### config.mk
export PLATFORM = sky130hd
export DESIGN_NAME = hdv_activity_profiler
export DESIGN_NICKNAME = d
export VERILOG_FILES = /design/src/rtl/hdv_activity_profiler.sv
export SDC_FILE = /design/constraint.sdc
export NUM_CORES = 2
export LEC_CHECK = 0
export CORE_UTILIZATION = 55
export CTS_CLUSTER_SIZE = 10
export DETAILED_ROUTE_END_ITERATION = 12
export DONT_BUFFER_PORTS = 1
export PLACE_DENSITY = 0.66
export SYNTH_ARGS = -nofsm -noshare
export SYNTH_HDL_FRONTEND = slang
export SYNTH_SLANG_ARGS = --single-unit
### constraint.sdc
create_clock -name ap_clk -period 11.8 [get_ports ap_clk]
set_input_delay 2.36 -clock ap_clk [delete_from_list [all_inputs] [get_ports ap_clk]]
set_output_delay 2.36 -clock ap_clk [all_outputs]
set_load 0.01 [all_outputs]
### src/rtl/hdv_activity_profiler.sv
// ---------------------------------------------------------------------------
// hdv_activity_profiler
// On-chip profiler for ap_ctrl_hs handshakes. Each monitored channel runs a
// small FSM that measures start-to-ready and start-to-done cycle counts for
// every invocation. Completed invocations are parked in a one-entry pending
// slot per channel, and a fixed-priority arbiter moves them into a shared
// show-ahead record FIFO that the host drains over a valid/ready port.
//
// Ports:
//   ap_clk, ap_rst_n      clock, asynchronous active-low reset
//   enable                arm capture of new invocations
//   clear                 synchronous clear of all state
//   mon_start/ready/done  per-channel ap_start / ap_ready / ap_done
//   rec_valid/rec_ready   record port handshake
//   rec_id                channel index of the head record
//   rec_rdy_cyc           start-to-first-ready cycles (inclusive)
//   rec_lat_cyc           start-to-done cycles (inclusive)
//   drop_cnt              saturating count of records lost to back-pressure
//   busy                  per-channel ACTIVE indication
// ---------------------------------------------------------------------------
module hdv_activity_profiler #(
    parameter int unsigned NUM_MON    = 5,
    parameter int unsigned CNT_W      = 32,
    parameter int unsigned FIFO_DEPTH = 16
) (
    input  logic               ap_clk,
    input  logic               ap_rst_n,
    input  logic               enable,
    input  logic               clear,
    input  logic [NUM_MON-1:0] mon_start,
    input  logic [NUM_MON-1:0] mon_ready,
    input  logic [NUM_MON-1:0] mon_done,
    output logic               rec_valid,
    input  logic               rec_ready,
    output logic [2:0]         rec_id,
    output logic [CNT_W-1:0]   rec_rdy_cyc,
    output logic [CNT_W-1:0]   rec_lat_cyc,
    output logic [15:0]        drop_cnt,
    output logic [NUM_MON-1:0] busy
);

    localparam int unsigned PTR_W  = (FIFO_DEPTH > 1) ? $clog2(FIFO_DEPTH) : 1;
    localparam int unsigned CNT_FW = PTR_W + 1;
    localparam int unsigned ID_W   = 3;

    typedef enum logic {
        S_IDLE   = 1'b0,
        S_ACTIVE = 1'b1
    } state_e;

    // ---------------- channel FSM state ----------------
    state_e           state_q   [NUM_MON];
    state_e           state_d   [NUM_MON];
    logic [CNT_W-1:0] lat_q     [NUM_MON];
    logic [CNT_W-1:0] lat_d     [NUM_MON];
    logic [CNT_W-1:0] rdy_q     [NUM_MON];   // 0 means ready not yet seen
    logic [CNT_W-1:0] rdy_d     [NUM_MON];
    logic [CNT_W-1:0] lat_inc_c [NUM_MON];

    logic [NUM_MON-1:0] emit_c;
    logic [CNT_W-1:0]   emit_rdy_c [NUM_MON];
    logic [CNT_W-1:0]   emit_lat_c [NUM_MON];

    // ---------------- pending slots / drop counter ----------------
    logic [NUM_MON-1:0] pend_full_q;
    logic [NUM_MON-1:0] pend_full_d;
    logic [CNT_W-1:0]   pend_rdy_q [NUM_MON];
    logic [CNT_W-1:0]   pend_rdy_d [NUM_MON];
    logic [CNT_W-1:0]   pend_lat_q [NUM_MON];
    logic [CNT_W-1:0]   pend_lat_d [NUM_MON];
    logic [15:0]        drop_cnt_q;
    logic [15:0]        drop_cnt_d;
    logic [3:0]         drop_n_c;
    logic [16:0]        drop_sum_c;

    // ---------------- arbiter ----------------
    logic               arb_valid_c;
    logic [ID_W-1:0]    arb_sel_c;
    logic [CNT_W-1:0]   push_rdy_c;
    logic [CNT_W-1:0]   push_lat_c;
    logic [NUM_MON-1:0] drain_c;

    // ---------------- FIFO ----------------
    logic [ID_W-1:0]   mem_id  [FIFO_DEPTH];
    logic [CNT_W-1:0]  mem_rdy [FIFO_DEPTH];
    logic [CNT_W-1:0]  mem_lat [FIFO_DEPTH];
    logic [PTR_W-1:0]  wr_ptr_q;
    logic [PTR_W-1:0]  rd_ptr_q;
    logic [CNT_FW-1:0] fifo_cnt_q;
    logic              fifo_full_c;
    logic              push_c;
    logic              pop_c;
    logic [PTR_W-1:0]  rd_nxt_c;
    logic [CNT_FW-1:0] cnt_after_pop_c;
    logic              head_valid_nxt_c;

    logic              rec_valid_q;
    logic [ID_W-1:0]   rec_id_q;
    logic [CNT_W-1:0]  rec_rdy_q;
    logic [CNT_W-1:0]  rec_lat_q;

    // Saturating increment of each channel's latency counter.
    always_comb begin
        for (int unsigned i = 0; i < NUM_MON; i++) begin
            lat_inc_c[i] = (&lat_q[i]) ? lat_q[i] : lat_q[i] + CNT_W'(1);
        end
    end

    // Channel FSM next-state and record emission.
    always_comb begin
        for (int unsigned i = 0; i < NUM_MON; i++) begin
            state_d[i]    = state_q[i];
            lat_d[i]      = lat_q[i];
            rdy_d[i]      = rdy_q[i];
            emit_c[i]     = 1'b0;
            emit_rdy_c[i] = '0;
            emit_lat_c[i] = '0;

            if (state_q[i] == S_IDLE) begin
                if (mon_start[i] && enable) begin
                    if (mon_done[i]) begin
                        // Whole invocation completes in the start cycle.
                        emit_c[i]     = 1'b1;
                        emit_rdy_c[i] = CNT_W'(1);
                        emit_lat_c[i] = CNT_W'(1);
                    end else begin
                        state_d[i] = S_ACTIVE;
                        lat_d[i]   = CNT_W'(1);
                        rdy_d[i]   = mon_ready[i] ? CNT_W'(1) : '0;
                    end
                end
            end else begin
                if (mon_done[i]) begin
                    emit_c[i]     = 1'b1;
                    emit_lat_c[i] = lat_inc_c[i];
                    emit_rdy_c[i] = (rdy_q[i] != '0) ? rdy_q[i] : lat_inc_c[i];
                    if (mon_start[i] && enable) begin
                        // Back-to-back invocation starts in the done cycle.
                        lat_d[i] = CNT_W'(1);
                        rdy_d[i] = mon_ready[i] ? CNT_W'(1) : '0;
                    end else begin
                        state_d[i] = S_IDLE;
                        lat_d[i]   = '0;
                        rdy_d[i]   = '0;
                    end
                end else begin
                    lat_d[i] = lat_inc_c[i];
                    if ((rdy_q[i] == '0) && mon_ready[i]) begin
                        rdy_d[i] = lat_inc_c[i];
                    end
                end
            end
        end
    end

    // Channel FSM registers.
    always_ff @(posedge ap_clk or negedge ap_rst_n) begin
        if (!ap_rst_n) begin
            for (int unsigned i = 0; i < NUM_MON; i++) begin
                state_q[i] <= S_IDLE;
                lat_q[i]   <= '0;
                rdy_q[i]   <= '0;
            end
        end else if (clear) begin
            for (int unsigned i = 0; i < NUM_MON; i++) begin
                state_q[i] <= S_IDLE;
                lat_q[i]   <= '0;
                rdy_q[i]   <= '0;
            end
        end else begin
            for (int unsigned i = 0; i < NUM_MON; i++) begin
                state_q[i] <= state_d[i];
                lat_q[i]   <= lat_d[i];
                rdy_q[i]   <= rdy_d[i];
            end
        end
    end

    // Fixed-priority arbiter: lowest-index full slot wins the FIFO write.
    always_comb begin
        arb_valid_c = 1'b0;
        arb_sel_c   = '0;
        push_rdy_c  = '0;
        push_lat_c  = '0;
        for (int unsigned i = 0; i < NUM_MON; i++) begin
            if (pend_full_q[i] && !arb_valid_c) begin
                arb_valid_c = 1'b1;
                arb_sel_c   = ID_W'(i);
                push_rdy_c  = pend_rdy_q[i];
                push_lat_c  = pend_lat_q[i];
            end
        end
    end

    // A full FIFO still accepts a write when the head is popped that cycle.
    assign pop_c       = rec_valid_q && rec_ready;
    assign fifo_full_c = (fifo_cnt_q == CNT_FW'(FIFO_DEPTH));
    assign push_c      = arb_valid_c && (!fifo_full_c || pop_c);

    // Pending-slot update; a slot draining this cycle may be refilled.
    always_comb begin
        pend_full_d = pend_full_q;
        drain_c     = '0;
        drop_n_c    = '0;
        for (int unsigned i = 0; i < NUM_MON; i++) begin
            pend_rdy_d[i] = pend_rdy_q[i];
            pend_lat_d[i] = pend_lat_q[i];
            drain_c[i]    = push_c && (arb_sel_c == ID_W'(i));
            if (emit_c[i]) begin
                if (pend_full_q[i] && !drain_c[i]) begin
                    drop_n_c = drop_n_c + 4'd1;
                end else begin
                    pend_full_d[i] = 1'b1;
                    pend_rdy_d[i]  = emit_rdy_c[i];
                    pend_lat_d[i]  = emit_lat_c[i];
                end
            end else if (drain_c[i]) begin
                pend_full_d[i] = 1'b0;
            end
        end
        drop_sum_c = {1'b0, drop_cnt_q} + 17'(drop_n_c);
        drop_cnt_d = drop_sum_c[16] ? 16'hFFFF : drop_sum_c[15:0];
    end

    // Pending slots and drop counter.
    always_ff @(posedge ap_clk or negedge ap_rst_n) begin
        if (!ap_rst_n) begin
            pend_full_q <= '0;
            drop_cnt_q  <= '0;
            for (int unsigned i = 0; i < NUM_MON; i++) begin
                pend_rdy_q[i] <= '0;
                pend_lat_q[i] <= '0;
            end
        end else if (clear) begin
            pend_full_q <= '0;
            drop_cnt_q  <= '0;
            for (int unsigned i = 0; i < NUM_MON; i++) begin
                pend_rdy_q[i] <= '0;
                pend_lat_q[i] <= '0;
            end
        end else begin
            pend_full_q <= pend_full_d;
            drop_cnt_q  <= drop_cnt_d;
            for (int unsigned i = 0; i < NUM_MON; i++) begin
                pend_rdy_q[i] <= pend_rdy_d[i];
                pend_lat_q[i] <= pend_lat_d[i];
            end
        end
    end

    // FIFO storage; contents are qualified by the pointers, so no reset.
    always_ff @(posedge ap_clk) begin
        if (push_c) begin
            mem_id[wr_ptr_q]  <= arb_sel_c;
            mem_rdy[wr_ptr_q] <= push_rdy_c;
            mem_lat[wr_ptr_q] <= push_lat_c;
        end
    end

    // Output register mirrors the head after this cycle's pop; a write
    // becomes visible at the head one cycle after it lands in storage.
    assign rd_nxt_c         = rd_ptr_q + PTR_W'(pop_c);
    assign cnt_after_pop_c  = fifo_cnt_q - CNT_FW'(pop_c);
    assign head_valid_nxt_c = (cnt_after_pop_c != '0);

    // FIFO pointers, occupancy and registered head.
    always_ff @(posedge ap_clk or negedge ap_rst_n) begin
        if (!ap_rst_n) begin
            wr_ptr_q    <= '0;
            rd_ptr_q    <= '0;
            fifo_cnt_q  <= '0;
            rec_valid_q <= 1'b0;
            rec_id_q    <= '0;
            rec_rdy_q   <= '0;
            rec_lat_q   <= '0;
        end else if (clear) begin
            wr_ptr_q    <= '0;
            rd_ptr_q    <= '0;
            fifo_cnt_q  <= '0;
            rec_valid_q <= 1'b0;
            rec_id_q    <= '0;
            rec_rdy_q   <= '0;
            rec_lat_q   <= '0;
        end else begin
            if (push_c) begin
                wr_ptr_q <= wr_ptr_q + PTR_W'(1);
            end
            rd_ptr_q <= rd_nxt_c;
            case ({push_c, pop_c})
                2'b10:   fifo_cnt_q <= fifo_cnt_q + CNT_FW'(1);
                2'b01:   fifo_cnt_q <= fifo_cnt_q - CNT_FW'(1);
                default: fifo_cnt_q <= fifo_cnt_q;
            endcase
            rec_valid_q <= head_valid_nxt_c;
            if (head_valid_nxt_c) begin
                rec_id_q  <= mem_id[rd_nxt_c];
                rec_rdy_q <= mem_rdy[rd_nxt_c];
                rec_lat_q <= mem_lat[rd_nxt_c];
            end
        end
    end

    // Busy is a direct decode of the state registers.
    always_comb begin
        for (int unsigned i = 0; i < NUM_MON; i++) begin
            busy[i] = (state_q[i] == S_ACTIVE);
        end
    end

    assign rec_valid   = rec_valid_q;
    assign rec_id      = rec_id_q;
    assign rec_rdy_cyc = rec_rdy_q;
    assign rec_lat_cyc = rec_lat_q;
    assign drop_cnt    = drop_cnt_q;

endmodule

==> metrics.md <==
| Metric | Value |
|---|---|
| Worst setup path class | in2reg |
| Max-Cap Viols | 0 |
| Clock sink count | 1819 |
| Vias | 47.1k |
| Worst R2R Setup Slack | approximately 5.7 ns |
| Input/output buffers | 0 |
| Cts repair resizes | 0 |
| Synth unique cells | 95 |
| Post-CTS Hold Buffers | 0 |
| Gate Count Post-Synth | 5235 |
| WP data arrival | 7.70 ns |
| Crit path time final | between 7 and 8 ns |
| Area growth, synth to finish | 10.1% |
| Worst-Skew Late Latency | 0.84 ns |
| First-pass GRT wire length | about 310000 um |
| Num CTS Buffers | ~200 |
| Flops & latches, synth | around 1.8k |
| Filler cell count in the final layout | 10.2k |
| Horiz. Die Dim | 375 um |
| Longest Clk Path Bufs | 3 |
| Commonest non-fill, non-tap cells in the layout | 1072 x edfxtp_1, 745 x dfrtp_1, 516 x o21ai_0 |
| Max VDD drop | 0.177 mV |
| Final period util | 59.7% |
| DR iter-0 viols | 5603 |
| DR WL/cell | 28.9 um |
| Drt drc | 0 |
| Vias in the first global route | 46.2k |
| Final Non-Filler Cells | roughly 7.1k |
| Outcome | complete, no violations |
| Footprint of the multi-input gates | approximately 0.024 sq mm |
| Final #Nets | 5224 |
| Drt via density | 6.61 |
| Core area | 0.138 sq mm |
| Leak Pwr | around 30 nW |
| Worst Path Max Fanout | 9 |
| Commonest non-fill, non-tap cell in the layout | edfxtp_1 |
| Clock root buffer | clkbuf_16 |
| Fmax | 142 MHz |
| Setup TNS | 0 ns |
| Reg power frac | 49.1% |
| RSZ-0062 raised after global routing | no |
| Crit path max-delay family | compound AO/OA/AOI/OAI gates |
| Share of cells above drive strength 1 | 13.9% |
| CTS H-Tree Depth | 4 |
| Syn_nets | 5280 |
| Initial antenna violation count | 2 |
| Synth async-reset ratio | 41.1% |
| Netlist Area Pre-Place | 0.0763 sq mm |
| Post-Route WL | 206000 um |
| Worst Max-Slew Pin Slew | 1.14 ns |
| WP data required | 12.45 ns |
| Placed insts | 6764 |
| Die height | about 370 um |
| Slowest cell on crit path | o21ai_0 |
| Reg area | 0.0509 sq mm |
| Psw | 3.54 mW |
| Total global-route track usage | 29.6% |
| Total gr overflow | 0 |
| Hold Slack | 0.479 ns |
| Worst hold path class | reg2reg |
| Crit path buf inv count | 4 |
| Setup Buffers After CTS | 0 |
| Drt pass-1 iters | 6 |
| Max stage delay on crit path | 0.60 ns |
| Clock Pin Slew Worst Setup and Hold Paths | 0.06 ns |
| TritonCTS clock tree | yes |
| HPWL after detailed placement | 123000 um |
| Cell mode on critical path | ha_1 |
| Type of origin of the critical path | primary input |
| Initial Util | 55.5% |
| Final hold violation count | 0 |
| Clock Power Share | 39.9% |
| Pwr Density | 171 mW/mm^2 |
| Register area share after synthesis | 66.7% |
| Syn_area_per_cell | 14.6 sq um |
| Slew Limit Fails | 0 |
| Relative slew margins | 23.9% |
| EDFF count, synth | approximately 1.1k |
| Worst setup EP type | flip-flop |
| Switching Fraction | 24.6% |
| RePlAce Congestion | just over 0.9 |
| Clock Skews | 0.0577 ns |
| Ys flop type | edfxtp_1 |
| Routed Antenna Nets | 0 |
| Syn. warnings | 0 |
| Pin count of the biggest net entering global routing | approximately 750 |
| FP Rows | 136 |
| I/O pins | 109 |
| Logic pwr share | 11.0% |
| Final setup fails | 0 |
| Cell Int Power | approximately 11 mW |
| Die ar. | 0.140 sq mm |
==> metal layers <==
layer / global-route usage, % / part of all wire [%]
met1: 41.1 / 40
met2: 46.7 / 48
met3: 5.32 / 7.4
met4: 12.1 / 4.1
met5: 0 / 0.0063
==> worst reg2reg max path: stages (launching register included) <==
cell and delay, ns:
dfrtp_1 0.46, or4b_4 0.62, nor3_2 0.29, o21ai_2 0.17
inv_2 0.16, ha_1 0.24, nand2_1 0.06, o32a_1 0.28
inv_1 0.10, ha_1 0.32, mux2i_1 0.25, inv_1 0.08
ha_1 0.29, nor2_1 0.05, a21oi_1 0.21, ha_1 0.20
nand2_1 0.08, xnor2_1 0.14, ha_1 0.31, nor2b_1 0.14
o21a_1 0.17, o21ai_0 0.60, nor2_1 0.22, nand4_1 0.39
a21oi_1 0.12
==> through the flow <==
step	util, %	instance area, sq um	setup WS [ns]	total power [mW]
2_1_floorplan	-	76300	1.26	8.32
3_3_place_gp	56.7	78000	4.11	8.72
3_5_place_dp	56.7	78000	3.98	8.75
4_1_cts	61.0	84000	4.84	14.4
5_1_grt	61.1	84100	4.24	14.8
6_report	61.1	84100	4.76	14.4
==> power by group through the flow <==
stage	Clock (mW)	Sequential, mW	Combinational [mW]
floorplan	0	7.14	1.18
global placement	0	7.18	1.53
detailed placement	0	7.19	1.56
CTS	5.82	7.07	1.56
global route	6.06	7.08	1.70
finish	5.74	7.06	1.58
==> cell families (layout without fill, tap and decap cells) <==
logic type / after synthesis / count (layout) / synth area share (%)
AOI/OAI and AO/OA: 1361 / 1361 / 11.6
xor gates and xnor gates: 157 / 157 / 1.84
adders and majority gates: 26 / 26 / 0.443
buffers and inverters: 390 / 479 / 2.09
DFF: 1819 / 1819 / 66.7
muxes: 358 / 358 / 10.2
other: 0 / 2 / 0
and+or+nand+nor: 1124 / 1124 / 7.21
==> synth_stat cells (18+ instances only) <==
library cell | count | share of area [%]
edfxtp_1 | 1072 | 42
dfrtp_1 | 747 | 24
o21ai_0 | 517 | 3.4
nand2_1 | 515 | 2.5
mux4_2 | 335 | 9.9
clkbuf_1 | 229 | 1.1
a22oi_1 | 196 | 1.9
a22o_1 | 146 | 1.7
nor2_1 | 144 | 0.71
a21oi_1 | 123 | 0.81
xnor2_1 | 100 | 1.1
nand3_1 | 92 | 0.60
o21ai_1 | 88 | 0.58
a31oi_1 | 78 | 0.64
buf_2 | 76 | 0.50
a221o_1 | 64 | 0.84
nor3_1 | 62 | 0.41
nor4_1 | 59 | 0.48
xor2_1 | 53 | 0.61
nand4_1 | 52 | 0.43
inv_1 | 49 | 0.24
and3_1 | 38 | 0.31
and4_1 | 37 | 0.42
a21o_1 | 35 | 0.34
o31ai_1 | 31 | 0.30
and2_1 | 27 | 0.22
buf_1 | 25 | 0.12
ha_1 | 23 | 0.38
or3_1 | 22 | 0.18
mux2i_1 | 19 | 0.25
nand2b_1 | 18 | 0.15
==> registers in the layout, summed over array words and instances (netlist names), 4 cells and up <==
| name | count |
|---|---|
| busy | 5 |
| rec_rdy_cyc | 32 |
| pend_full_q | 5 |
| mem_id | 48 |
| pend_rdy_q | 160 |
| lat_q | 160 |
| rd_ptr_q | 4 |
| rdy_q | 160 |
| pend_lat_q | 160 |
| mem_lat | 512 |
| drop_cnt | 16 |
| wr_ptr_q | 4 |
| mem_rdy | 512 |
| fifo_cnt_q | 5 |
| rec_lat_cyc | 32 |
==> final cells by class <==
cell class                 count  share of cell area [%]
antenna                        2                 0.00595
sequential                  1819                    60.5
clock buffer                 333                    6.69
clock inverter                17                   0.348
tap                         1794                    2.67
inverter                      51                   0.228
multi-input combinational   3026                    28.7
timing repair buffer          78                   0.836
==> path summary, 6_finish.rpt <==
path / start / to / depth (start not counted)
max in group asynchronous: ap_rst_n / pend_full_q[0] / 3
setup reg to reg: fifo_cnt_q[1] / drop_cnt[7] / 24
hold / removal: pend_lat_q[138] / pend_lat_q[138] / 2
hold reg to reg: pend_lat_q[138] / pend_lat_q[138] / 2
min in group asynchronous: ap_rst_n / rec_lat_cyc[18] / 0
setup / recovery: rec_ready / drop_cnt[7] / 25
(Power assumes the default switching activity.)
